$ cat src/rtl/alu_iterative.sv
// Execution-stage ALU: add/sub/and/or/slt finish in one cycle, mul runs on a
// radix-2 shift-add multiplier taking WIDTH cycles behind a valid/ready handshake.
module alu_iterative #(
  parameter int WIDTH = 32
) (
  input  logic             clk,
  input  logic             rst,
  input  logic             in_valid,
  output logic             in_ready,
  input  logic [2:0]       alu_control,
  input  logic [WIDTH-1:0] src_a,
  input  logic [WIDTH-1:0] src_b,
  output logic [WIDTH-1:0] result,
  output logic             zero,
  output logic             out_valid,
  output logic             state_dbg
);

  // Handshake: an operation is taken on a rising edge where in_valid and
  // in_ready are both high; in_valid is ignored while in_ready is low.

  localparam int CW = $clog2(WIDTH);
  localparam logic [CW-1:0] CNT_LAST = CW'(WIDTH - 1);

  localparam logic [2:0] OP_ADD = 3'b000;
  localparam logic [2:0] OP_SUB = 3'b001;
  localparam logic [2:0] OP_AND = 3'b010;
  localparam logic [2:0] OP_OR  = 3'b011;
  localparam logic [2:0] OP_SLT = 3'b101;
  localparam logic [2:0] OP_MUL = 3'b110;

  typedef enum logic {
    IDLE = 1'b0,
    MUL  = 1'b1
  } state_e;

  state_e           state_q, state_d;
  logic [WIDTH-1:0] acc_q, acc_d;
  logic [WIDTH-1:0] mcand_q, mcand_d;
  logic [WIDTH-1:0] mplier_q, mplier_d;
  logic [CW-1:0]    count_q, count_d;
  logic [WIDTH-1:0] result_q, result_d;
  logic             zero_q, zero_d;
  logic             out_valid_q, out_valid_d;

  logic [WIDTH-1:0] acc_next;
  logic [WIDTH-1:0] single_res;

  function automatic logic [WIDTH-1:0] alu_op(input logic [2:0] op,
                                              input logic [WIDTH-1:0] a,
                                              input logic [WIDTH-1:0] b);
    logic [WIDTH-1:0] r;
    case (op)
      OP_ADD:  r = a + b;
      OP_SUB:  r = a - b;
      OP_AND:  r = a & b;
      OP_OR:   r = a | b;
      OP_SLT:  r = {{(WIDTH-1){1'b0}}, ($signed(a) < $signed(b))};
      default: r = '0;
    endcase
    return r;
  endfunction

  always_comb begin
    state_d     = state_q;
    acc_d       = acc_q;
    mcand_d     = mcand_q;
    mplier_d    = mplier_q;
    count_d     = count_q;
    result_d    = result_q;
    zero_d      = zero_q;
    out_valid_d = 1'b0;
    acc_next    = acc_q + (mplier_q[0] ? mcand_q : '0);
    single_res  = alu_op(alu_control, src_a, src_b);

    case (state_q)
      IDLE: begin
        if (in_valid) begin
          if (alu_control == OP_MUL) begin
            mcand_d  = src_a;
            mplier_d = src_b;
            acc_d    = '0;
            count_d  = '0;
            state_d  = MUL;
          end else begin
            result_d    = single_res;
            zero_d      = (single_res == '0);
            out_valid_d = 1'b1;
          end
        end
      end
      MUL: begin
        // Fixed WIDTH iterations, no early exit, so latency is data-independent.
        acc_d    = acc_next;
        mcand_d  = mcand_q << 1;
        mplier_d = mplier_q >> 1;
        count_d  = count_q + CW'(1);
        if (count_q == CNT_LAST) begin
          result_d    = acc_next;
          zero_d      = (acc_next == '0);
          out_valid_d = 1'b1;
          state_d     = IDLE;
        end
      end
      default: state_d = IDLE;
    endcase
  end

  always_ff @(posedge clk or posedge rst) begin
    if (rst) begin
      state_q     <= IDLE;
      acc_q       <= '0;
      mcand_q     <= '0;
      mplier_q    <= '0;
      count_q     <= '0;
      result_q    <= '0;
      zero_q      <= 1'b0;
      out_valid_q <= 1'b0;
    end else begin
      state_q     <= state_d;
      acc_q       <= acc_d;
      mcand_q     <= mcand_d;
      mplier_q    <= mplier_d;
      count_q     <= count_d;
      result_q    <= result_d;
      zero_q      <= zero_d;
      out_valid_q <= out_valid_d;
    end
  end

  assign in_ready  = (state_q == IDLE);
  assign result    = result_q;
  assign zero      = zero_q;
  assign out_valid = out_valid_q;
  assign state_dbg = state_q;

endmodule

$ cat config.mk
export PLATFORM = sky130hd
export DESIGN_NAME = alu_iterative
export DESIGN_NICKNAME = d
export VERILOG_FILES = /design/src/rtl/alu_iterative.sv
export SDC_FILE = /design/constraint.sdc
export NUM_CORES = 1
export LEC_CHECK = 0
export CAP_MARGIN = 40
export CORE_UTILIZATION = 61
export CTS_BUF_LIST = sky130_fd_sc_hd__clkbuf_4 sky130_fd_sc_hd__clkbuf_8
export DETAILED_ROUTE_END_ITERATION = 8
export PLACE_DENSITY = 0.83
export SLEW_MARGIN = 20
export SYNTH_ARGS = -nofsm -noshare
export SYNTH_HDL_FRONTEND = slang
export SYNTH_SLANG_ARGS = --single-unit
$ cat constraint.sdc
create_clock -name clk -period 5.75 [get_ports clk]
set_clock_uncertainty 0.15 [all_clocks]
set_input_delay 1.15 -clock clk [delete_from_list [all_inputs] [get_ports clk]]
set_output_delay 1.15 -clock clk [all_outputs]
set_load 0.01 [all_outputs]
Word level (Yosys, flattened, before mapping)
Cells that the tools add are included.
Word-level totals
  bits in registers: 136
  bits of input ports: 70
  output and inout port bits: 36
  word-level logic and storage cells: 61
Operators by class
  add/sub/neg operators: 4
  $lt $le $gt $ge: 1
  equal/unequal tests: 10
  muxes and demuxes: 30
  bitwise gates (word level): 3
  reduce and logical (&&, ||, !) cells: 5
Operators with widths (number)
  two-way mux 32 bit: 10
  one-hot mux 32 bit (2 select lines): 4
  one-hot mux 32 bit (5 select lines): 1
  adder 32 bit: 2
  zero test 32 bit: 2
  AND 32 bit: 1
  less-than comparator 32 bit: 1
  bitwise OR 32 bit: 1
  subtractor 32 bit: 1
  two-way mux 5 bit: 2
  one-hot mux 5 bit (2 select lines): 1
  two-way mux 1 bit: 9
  equality test 3 x 2 -> 1 bit (second input constant): 2
  equality test 3 bit (second input constant): 2
  one-hot mux 1 bit (2 select lines): 3
  adder 5 x 1 -> 5 bit (second input constant): 1
  equality test 5 bit (second input constant): 1
  inequality test 2 x 1 -> 1 bit (second input constant): 2
  inequality test 2 bit (second input constant): 2
  equality test 3 x 1 -> 1 bit (second input constant): 1
  zero test 3 bit: 1
  AND reduction 3 bit: 1
  AND reduction 2 bit: 1
  inverter 1 bit: 1

Longest topological paths before layout
  word-level depth: 6
  gate-level depth with buffers: 16
  mapped depth without buffers: 15

Worst setup path before layout
No wires, ideal clock.
  kind: in2reg
  from: input port src_b[2]
  to: register zero_q (netlist: zero)
  arrival: 4.270 ns
  setup slack: 1.261 ns
  stages: 15
  path through: inv_1 > ha_1 > buf_2 > nor2_1 > a2111oi_0 > o41ai_1 > a2111oi_0 > xnor2_1 > o221ai_1 > or3b_2 > nor4_1 > nand3_1 > nor4_1 > nand4_1 > nand3_1
On the way
  longest elaborated chain between the ends: 6
RTL lines
  from (decl): RTL line 12  | input logic [WIDTH-1:0] src_b,
  subtractor 32 bit, or another cell as far along: RTL line 55  | OP_SUB: r = a - b;
  one-hot mux 32 bit (5 select lines) (*): RTL line 53  | case (op)
  zero test 32 bit (*): RTL line 87  | zero_d = (single_res == '0);
  two-way mux 1 bit (*): RTL line 79  | if (alu_control == OP_MUL) begin
  two-way mux 1 bit (*): RTL line 78  | if (in_valid) begin
  one-hot mux 1 bit (2 select lines) (*): RTL line 76  | case (state_q)
  to (signal assigned): RTL line 126  | zero_q <= zero_d;
  to (decl): RTL line 43  | logic zero_q, zero_d;
Mark *: on every way between the ends. The rest lies on a longest branch, timed or not. The select of a mux whose other input is x is not followed.
A chain may end at the register's enable or synchronous reset.

Worst setup path after layout
  from: input port src_a[3]
  to: register zero_q (netlist: zero)
On the way
  longest elaborated chain between the ends: 6
RTL lines
  from (decl): RTL line 11  | input logic [WIDTH-1:0] src_a,
  subtractor 32 bit, or another cell as far along: RTL line 55
  one-hot mux 32 bit (5 select lines) (*): RTL line 53
  zero test 32 bit (*): RTL line 87
  two-way mux 1 bit (*): RTL line 79
  two-way mux 1 bit (*): RTL line 78
  one-hot mux 1 bit (2 select lines) (*): RTL line 76
Marked as above.

==> qor.csv <==
stage;metric;value;unit
routing;met2 WL;18.42;mm
synthesis;Post-synth top cells;nand2_1, a21oi_1, nor2_1, o21ai_0, ha_1;
power_and_ir_drop;Internal;2.643;mW
synthesis;xor and xnor area share after synthesis;3.907;%
synthesis;FFs w/ async S/R, synth;100.0;%
hold_path;WHS Path Cells;2;
global_route;largest net degree at the start of global routing;101;
power_and_ir_drop;register share of total power;32.3;%
power_and_ir_drop;Net Sw Frac;44.10;%
outcome;outcome;finished, final reports clean;
floorplan;core area;20360;um2
sta;Worst-Margin Slew;0.8934;ns
synthesis;Avg Cell Area, Syn;7.520;um2
worst_setup_path;crit path max fanout;8;
routing;DR WL met3;4.238;mm
synthesis;Post-Synth Simple-Gate Area;20.75;%
synthesis;yosys warns;0;
synthesis;multiplexer share of the synthesized area;1.420;%
placement;final HPWL from detailed placement;31.46;mm
hold_path;HP Class;register to register;
synthesis;synthesized net count;1916;
worst_setup_path;CP arrival;5.50;ns
cts;largest buffer count on any clock path;2;
routing;Routed WL per cell;20.29;um
sta;relative slew slack;40.22;%
layout;# nets final;1974;
placement;port bufs;105;
cts;PostCTS Resize Cnt;0;
sta;Hold Slack;0.3352;ns
placement;routability congestion estimate from global placement;1.021;
power_and_ir_drop;PwrDens;325.1;nW/um2
routing;vias per cell;6.366;
run;max_cap viols;0;
cts;Root Buffer;clkbuf_8;
sta;final hold violations;0;
worst_setup_path;CP Class;input port to register;
synthesis;Area contributors post-synth;dfrtp_1, ha_1, a21oi_1, o21ai_0, nand2_1;
synthesis;Synth cell types;75;
sta;crit share post-route;91.32;%
floorplan;die area;21530;um2
floorplan;die extent in y;146.7;um
floorplan;die width;146.7;um
synthesis;sequential area share after synthesis;26.64;%
routing;top sig layer;met4;
synthesis;synthesis-stage register bit count;136;
synthesis;main combinational cell family by area after synthesis;compound AO/OA/AOI/OAI gates;
global_route;Tot GR Track Use;38.73;%
cts;Post-CTS Setup Bufs;0;
synthesis;count leader, synth;nand2_1;
sta;Slew Viols, Final;0;
synthesis;share of the synthesized area in the top cell type;26.64;%
cts;CTS tree;built;
cts;hold_buf cts;0;
layout;filler cell count;1660;
worst_setup_path;FF-to-FF Start;mplier_q[0];
global_route;vias in the first global route;12181;
global_route;first-pass GRT wire length;65.39;mm
routing;antenna viol nets, final;0;
sta;RSZ-0062 raised after global routing;no;
layout;share of post-route cells with drive strength above 1;4.859;%
cts;total CTS buffers;17;
cts;Reg clk slew, reported paths;0.10;ns
hold_path;Hold Crit Start;mplier_q[4];
cts;H-tree levels;4;
floorplan;Row Count;52;
global_route;GRT overflow;0;
floorplan;starting density of the core;62.74;%
synthesis;area leader, netlist;dfrtp_1;
worst_setup_path;Reg2Reg Capture Point;zero;
synthesis;Post-Synth Adder-Cell Area;14.57;%
routing;DRC errors left;0;
power_and_ir_drop;Peak VDD IR;172.0;uV
routing;Initial DRT Pass Iterations;6;
worst_setup_path;startpoint type of the worst setup path;input port;
worst_setup_path;CP Capture Type;register;
routing;Vias;12986;
worst_setup_path;Worst Path Required;6.00;ns
synthesis;Synth Area in Compound Gates;26.73;%
cts;Sink Count;136;
cts;Worst-Skew Late Latency;0.47;ns
sta;Tmin final;5.251;ns
routing;WL final;41.39;mm
global_route;initial antenna violation count;0;
synthesis;Synth Cell Area;12780;um2
sta;setup_tns;0;ns
synthesis;Post-Syn Instances;1699;
power_and_ir_drop;P_sw;2.085;mW
sta;Max Fclk;190.4;MHz
power_and_ir_drop;P_leak;6.614;nW
worst_setup_path;r2r setup slk;1.13;ns
layout;Diodes inserted;0;
routing;DRT iter0 DRCs;1522;
worst_setup_path;Reg2Reg Depth;15;
power_and_ir_drop;combinational power share;49.6;%
hold_path;hold worst-path end;mplier_q[3];
floorplan;IO Count;106;
sta;Final setup viols;0;
synthesis;number of synthesized flops with an enable pin;0;
synthesis;Main synth FF type;dfrtp_1;
layout;Area growth syn-to-layout;13.81;%
power_and_ir_drop;Clk pwr share;18.1;%
routing;M1 WL;17.56;mm
==> registers in the layout, indices dropped and copies added (netlist names) <==
register / flops
mplier_q: 32
out_valid: 1
acc_q: 32
zero: 1
mcand_q: 32
result: 32
state_dbg: 1
count_q: 5
==> final cells by class <==
cell class | instances | area, um2 | area share [%]
clock buffer | 18 | 241.5 | 1.661
timing repair buffer | 140 | 1381 | 9.499
multi-input combinational | 1361 | 8622 | 59.29
tap | 270 | 337.8 | 2.323
sequential | 136 | 3407 | 23.43
clock inverter | 14 | 167.7 | 1.153
inverter | 101 | 384.1 | 2.642
==> routing by layer <==
| metal | track usage [%] | vias to the layer above |
|---|---|---|
| met5 | 0 | - |
| met4 | 11.93 | 0 |
| met3 | 8.789 | 124 |
| met2 | 60.64 | 697 |
| met1 | 53.16 | 6054 |
| li1 | - | 6111 |
==> power by group through the flow <==
stage / clock network [mW] / registers [mW] / logic (mW)
after floorplan: 0 / 1.53 / 1.43
after global placement: 0 / 1.58 / 2.11
after detailed placement: 0 / 1.59 / 2.18
after CTS: 0.865 / 1.58 / 2.20
after global routing: 0.898 / 1.57 / 2.56
final: 0.856 / 1.53 / 2.35
==> how the worst max path moves through the flow <==
stage,start,endpoint,cells past startpoint
after floorplan,rst,acc_q[0],1
final,src_a[3],zero,16
after global placement,src_a[3],zero,16
after CTS,src_a[3],zero,16
after global routing,src_a[3],zero,16
after detailed placement,src_a[3],zero,16
==> critical path: stages <==
cell	delay [ns]
clkdlybuf4s50_1	0.55
inv_1	0.08
ha_1	0.44
nor2_1	0.09
a2111oi_0	0.43
buf_4	0.19
o41ai_1	0.11
a2111oi_0	0.58
xnor2_1	0.18
o221ai_1	0.16
or3b_2	0.50
nor4_1	0.32
nand3_1	0.12
nor4_1	0.36
nand4_1	0.14
nand3_1	0.10
==> cells in the final DEF (no fill, tap or decap), types with 17 or more instances in the layout <==
cell / count
nand2_1: 213
a21oi_1: 182
nor2_1: 175
o21ai_0: 160
ha_1: 144
dfrtp_1: 135
clkdlybuf4s50_1: 104
inv_1: 98
xnor2_1: 45
and2_1: 35
buf_4: 31
nor3_1: 30
a21o_1: 26
nand3_1: 24
a211oi_1: 20
nor2b_1: 19
o21a_1: 17
nand4_1: 17
mux2i_1: 17
clkbuf_8: 17
==> through the flow <==
stage | util [%] | setup slack, ns | instances | area (um2) | total power [mW]
global route | 71.41 | 0.3345 | 2040 | 14540 | 5.023
detailed placement | 69.13 | 0.1160 | 2006 | 14080 | 3.767
global placement | 68.95 | 0.2407 | 2004 | 14040 | 3.687
finish | 71.41 | 0.4991 | 2040 | 14540 | 4.728
floorplan | - | 0.8105 | 1699 | 12780 | 2.962
CTS | 71.14 | 0.6152 | 2038 | 14490 | 4.639
==> cell families (layout without fill, tap and decap cells) <==
logic type	Yosys count	count (layout)
compound gates	556	556
xor+xnor	57	57
fa+ha+maj	147	147
buf+inv	202	273
flops	136	136
mux	18	18
simple gates	583	583
No activity file was read; power rests on OpenSTA's default activity.
